<file path="src/rtl/fp_int_to_fp_seq.sv">
// rtl/fp_int_to_fp_seq.sv - sequential integer to single/double FP converter
// Normalises one bit per cycle, then rounds once according to in_rm.
module fp_int_to_fp_seq #(
  parameter int DATA_WIDTH = 64
) (
  input  logic                  in_clk,
  input  logic                  in_rst,
  input  logic                  in_valid,
  input  logic [DATA_WIDTH-1:0] in_data,
  input  logic                  in_signed,
  input  logic                  in_long,
  input  logic                  in_fmt,
  input  logic [2:0]            in_rm,
  output logic [DATA_WIDTH-1:0] out_data,
  output logic                  out_valid,
  output logic                  out_busy,
  output logic                  out_flag_NX
);

  typedef enum logic [1:0] {IDLE, NORM, ROUND, DONE} state_t;

  state_t      state, state_nxt;
  logic [63:0] mag;
  logic [5:0]  cnt;
  logic        sign;
  logic        fmt_r;
  logic [2:0]  rm_r;

  logic        accept;
  logic [63:0] src;
  logic        src_sign;
  logic [63:0] src_mag;
  logic        src_zero;

  assign accept   = in_valid && (state == IDLE || state == DONE);
  assign src      = in_long ? in_data :
                    (in_signed ? {{32{in_data[31]}}, in_data[31:0]} : {32'b0, in_data[31:0]});
  assign src_sign = in_signed & src[63];
  assign src_mag  = src_sign ? (~src + 64'd1) : src;
  assign src_zero = (src_mag == 64'd0);

  // Rounding datapath, evaluated from the normalised magnitude in ROUND
  logic        guard, sticky, lsb, round_up;
  logic [52:0] mant_d_sum;
  logic [23:0] mant_s_sum;
  logic [10:0] exp_d;
  logic [7:0]  exp_s;
  logic [63:0] result;

  always_comb begin
    guard  = fmt_r ? mag[10] : mag[39];
    sticky = fmt_r ? (|mag[9:0]) : (|mag[38:0]);
    lsb    = fmt_r ? mag[11] : mag[40];
    case (rm_r)
      3'b001:  round_up = 1'b0;
      3'b010:  round_up = sign & (guard | sticky);
      3'b011:  round_up = ~sign & (guard | sticky);
      3'b100:  round_up = guard;
      default: round_up = guard & (sticky | lsb);
    endcase
    mant_d_sum = {1'b0, mag[62:11]} + {52'b0, round_up};
    mant_s_sum = {1'b0, mag[62:40]} + {23'b0, round_up};
    exp_d = 11'd63 - {5'b0, cnt} + 11'd1023 + {10'b0, mant_d_sum[52]};
    exp_s = 8'd63 - {2'b0, cnt} + 8'd127 + {7'b0, mant_s_sum[23]};
    if (fmt_r)
      result = {sign, exp_d, mant_d_sum[51:0]};
    else
      result = {32'hFFFF_FFFF, sign, exp_s, mant_s_sum[22:0]};
  end

  always_ff @(posedge in_clk) begin
    if (in_rst)
      state <= IDLE;
    else
      state <= state_nxt;
  end

  always_comb begin
    state_nxt = state;
    if (accept) begin
      state_nxt = src_zero ? DONE : NORM;
    end else begin
      case (state)
        NORM:    if (mag[63]) state_nxt = ROUND;
        ROUND:   state_nxt = DONE;
        DONE:    state_nxt = IDLE;
        default: state_nxt = state;
      endcase
    end
  end

  always_ff @(posedge in_clk) begin
    if (in_rst) begin
      out_data    <= '0;
      out_flag_NX <= 1'b0;
      mag         <= '0;
      cnt         <= '0;
      sign        <= 1'b0;
      fmt_r       <= 1'b0;
      rm_r        <= '0;
    end else if (accept) begin
      mag   <= src_mag;
      cnt   <= '0;
      sign  <= src_sign;
      fmt_r <= in_fmt;
      rm_r  <= in_rm;
      // Zero bypasses normalisation; single +0.0 is still NaN-boxed
      if (src_zero) begin
        out_data    <= in_fmt ? 64'd0 : {32'hFFFF_FFFF, 32'd0};
        out_flag_NX <= 1'b0;
      end
    end else if (state == NORM && !mag[63]) begin
      mag <= mag << 1;
      cnt <= cnt + 6'd1;
    end else if (state == ROUND) begin
      out_data    <= result;
      out_flag_NX <= guard | sticky;
    end
  end

  assign out_valid = (state == DONE);
  assign out_busy  = (state == NORM) || (state == ROUND);

endmodule

</file>
<file path="config.mk">
export PLATFORM = sky130hd
export DESIGN_NAME = fp_int_to_fp_seq
export DESIGN_NICKNAME = d
export VERILOG_FILES = /design/src/rtl/fp_int_to_fp_seq.sv
export SDC_FILE = /design/constraint.sdc
export NUM_CORES = 1
export LEC_CHECK = 0
export ABC_AREA = 1
export BUFFER_PORTS_ARGS = -buffer_cell sky130_fd_sc_hd__buf_4
export CORE_UTILIZATION = 45
export CTS_BUF_LIST = sky130_fd_sc_hd__clkbuf_4 sky130_fd_sc_hd__clkbuf_8
export DETAILED_ROUTE_END_ITERATION = 10
export HOLD_SLACK_MARGIN = 0.06
export PLACE_DENSITY = 0.61
export RECOVER_POWER = 100
export SETUP_SLACK_MARGIN = 0.4
export SKIP_LAST_GASP = 1
export SYNTH_ARGS = -nofsm -noshare
export SYNTH_HDL_FRONTEND = slang
export SYNTH_SLANG_ARGS = --single-unit
</file>
<file path="constraint.sdc">
create_clock -name in_clk -period 4.56 [get_ports in_clk]
set_input_delay 0.456 -clock in_clk [delete_from_list [all_inputs] [get_ports in_clk]]
set_output_delay 0.456 -clock in_clk [all_outputs]
set_load 0.01 [all_outputs]
</file>
==> flow_summary_export.csv <==
group,metric,value,unit
drt,drc,0,
timing,fmax,251,MHz
floorplanning,rows,57,
yosys,synth_area_leaders,"dfxtp_1 25%, nand2_1 19%, nor2_1 9.8%, nand3_1 8.1%, inv_1 6.4%",
clocking,h-tree-depth,4,
floorplanning,initial_core_util,0.461,
clocking,cts_root_buf,"clkbuf_8",
clocking,cts_sinks,142,
floorplanning,die_w,160,um
setup_path,cp_slowest_stage_delay,0.34,ns
place,place_hpwl,31800,um
yosys,mappedNetlistNets,2050,
finish,post-route-util,0.525,
finish,final_nets,2148,
yosys,synth_top_cell_by_area,"dfxtp_1",
clocking,cts-buffers-inserted,17,
global_route,grt_pass1_vias,11700,
timing,tns,0,ns
drt,ant_nets,0,
job,max_cap_viol_count,0,
power_and_ir_drop,peakVddDrop,0.000236,V
floorplanning,design.core.area,24500,um2
floorplanning,dieArea,25700,um2
finish,num_antenna_cells,0,
global_route,grt_antenna_before_repair,0,
timing,rsz0062_at_grt,"no",
global_route,overflow,0,
timing,min_period_over_period,0.874,
setup_path,worstSetupPathType,"reg2reg",
finish,syn2layout_area_growth,14.0,%
timing,finalSetupViolCount,0,
power_and_ir_drop,p_int,3.11,mW
yosys,synth_top_area_frac,0.252,
timing,maxSlewViolCount,0,
floorplanning,io_pins,140,
yosys,synth.distinct_cells,45,
run_status,status,"finished, final reports clean",
clocking,clk_pin_slew,0.09,ns
timing,post-route-min-period,3.98,ns
power_and_ir_drop,switching_share,0.484,
timing,worstMarginPinSlew,1.09,ns
drt,routedWlPerCell,17.0,um
timing,slew_headroom,0.273,
drt,drt_iter0_markers,1046,
setup_path,crit_path_start_kind,"flip-flop",
yosys,synth_area,11300,um2
setup_path,cp-end-kind,"flip-flop",
power_and_ir_drop,power_switching,2.93,mW
min_path,hold_class,"in2reg",
setup_path,crit_fanout,4,
power_and_ir_drop,p_seq_frac,0.330,
clocking,clockBufferDepth,2,
setup_path,cp.arrival,4.37,ns
global_route,grt_max_degree,72,
clocking,cts_tree,"yes",
setup_path,required,4.95,ns
yosys,synthArstFlopShare,0,
yosys,synth_seq_area_share,0.252,
place,dp_cells,2358,
yosys,synth_edf_count,0,
power_and_ir_drop,combPwrFrac,0.501,
drt,viasPerCell,5.43,
floorplanning,die_y,160,um
power_and_ir_drop,leakage,5.37,nW
yosys,syn_avg_cell_area,5.74,um2
setup_path,r2r_slack,0.58,ns
finish,final_common_cell,"nand2_1",
setup_path,crit_top_cell,"inv_2",
clocking,clk_latency,0.47,ns
yosys,ys_seq_elements,142,
drt,vias,13000,
timing,hold_viol,0,
power_and_ir_drop,clock_power_share,0.169,
global_route,track_usage,0.315,
yosys,yosys_warnings,0,
drt,firstDrtPassIters,5,
global_route,grt_pass1_wl,63900,um
setup_path,critPathSlowestCell,"dfxtp_2",
place,gp_congestion,0.973,
finish,fin_cells,2397,
timing,clock_skew,0.0190,ns
place,numPortBuffers,139,
yosys,ys.flop_type,"dfxtp_1",
yosys,synth_cells,1962,
power_and_ir_drop,power.density,470,nW/um2
finish,layout_common_cells,"559 x nand2_1, 293 x nor2_1, 183 x inv_1",
finish,drive_gt1_frac,0.0970,
drt,routed_wl,40800,um
-- per-layer routing --
layer / global-route usage / up-vias / wire [um]
met4: 0.123 / 0 / 1320
li1: - / 6623 / -
met2: 0.510 / 483 / 18400
met5: 0 / - / 0
met1: 0.426 / 5862 / 18600
met3: 0.0369 / 58 / 2440
-- registers in the layout, indices dropped and copies added (netlist names) --
| register | cells |
|---|---|
| cnt | 6 |
| fmt_r | 1 |
| mag | 64 |
| out_data | 64 |
| out_flag_NX | 1 |
| rm_r | 3 |
| sign | 1 |
| state | 2 |
-- critical path, delay by kind of cell (launching register included) --
kind                       cells  cell delay [ns]
and+or+nand+nor               14             1.65
AOI/OAI and AO/OA              5             0.73
adders and majority gates      4             0.72
DFF                            1             0.34
buffers and inverters          6             0.47
-- metrics by stage --
stage | total power, mW | cell area, um2 | setup WS [ns] | hold WS, ns
2_1_floorplan | 3.93 | 11300 | 0.821 | 0.454
3_3_place_gp | 5.05 | 12500 | 0.355 | 0.450
3_5_place_dp | 5.08 | 12500 | 0.175 | 0.455
4_1_cts | 6.16 | 13000 | 0.418 | 0.226
5_1_grt | 6.48 | 12800 | 0.238 | 0.239
6_report | 6.04 | 12800 | 0.576 | 0.238
-- power by group through the flow --
stage	sequential (mW)	clock (mW)	combinational, mW
floorplan	2.00	0	1.93
global placement	1.98	0	3.07
detailed placement	1.99	0	3.09
CTS	1.99	1.04	3.13
global route	2.04	1.09	3.35
finish	1.99	1.02	3.03
-- worst paths after layout --
path / from / end / cells past startpoint
min: in_rm[1] / rm_r[1] / 3
min reg2reg: out_data[58] / out_data[58] / 2
max reg2reg: rm_r[2] / out_data[56] / 29
max: rm_r[2] / out_data[56] / 29
-- synth_stat cells, drive strengths merged (5+ instances only) --
library cell	instances
a21oi	126
a31oi	13
buf	44
clkbuf	49
clkinv	5
dfxtp	142
ha	15
inv	195
nand2	562
nand3	184
nand3b	20
nand4	20
nor2	299
nor3	43
nor4	15
o211ai	11
o21a	32
o21ai	71
o22ai	53
xnor2	7
xor2	34
-- repair_timing --
action                     CTS  global route
setup buffers                3             4
hold buffers                 0             0
hold endpoints to repair     0             0
setup endpoints to repair    5            11
pin swaps                    6             7
resized for setup           49            22
-- cell families after synthesis --
group,Yosys count,synth area share
adder cells (fa/ha/maj),15,0.0167
AND/OR/NAND/NOR,1149,0.427
AO/OA/AOI/OAI,322,0.165
buffers and inverters,293,0.107
XOR/XNOR,41,0.0319
flip-flops,142,0.252
-- area by class of cell --
| type | instances | area, um2 |
|---|---|---|
| Clock buffer | 18 | 241 |
| Clock inverter | 14 | 148 |
| Fill cell | 2701 | 11600 |
| Inverter | 200 | 753 |
| Multi-Input combinational cell | 1527 | 7340 |
| Sequential cell | 142 | 2890 |
| Tap cell | 324 | 405 |
| Timing Repair Buffer | 172 | 1060 |
Note: power is estimated with default switching activity, not from simulation.
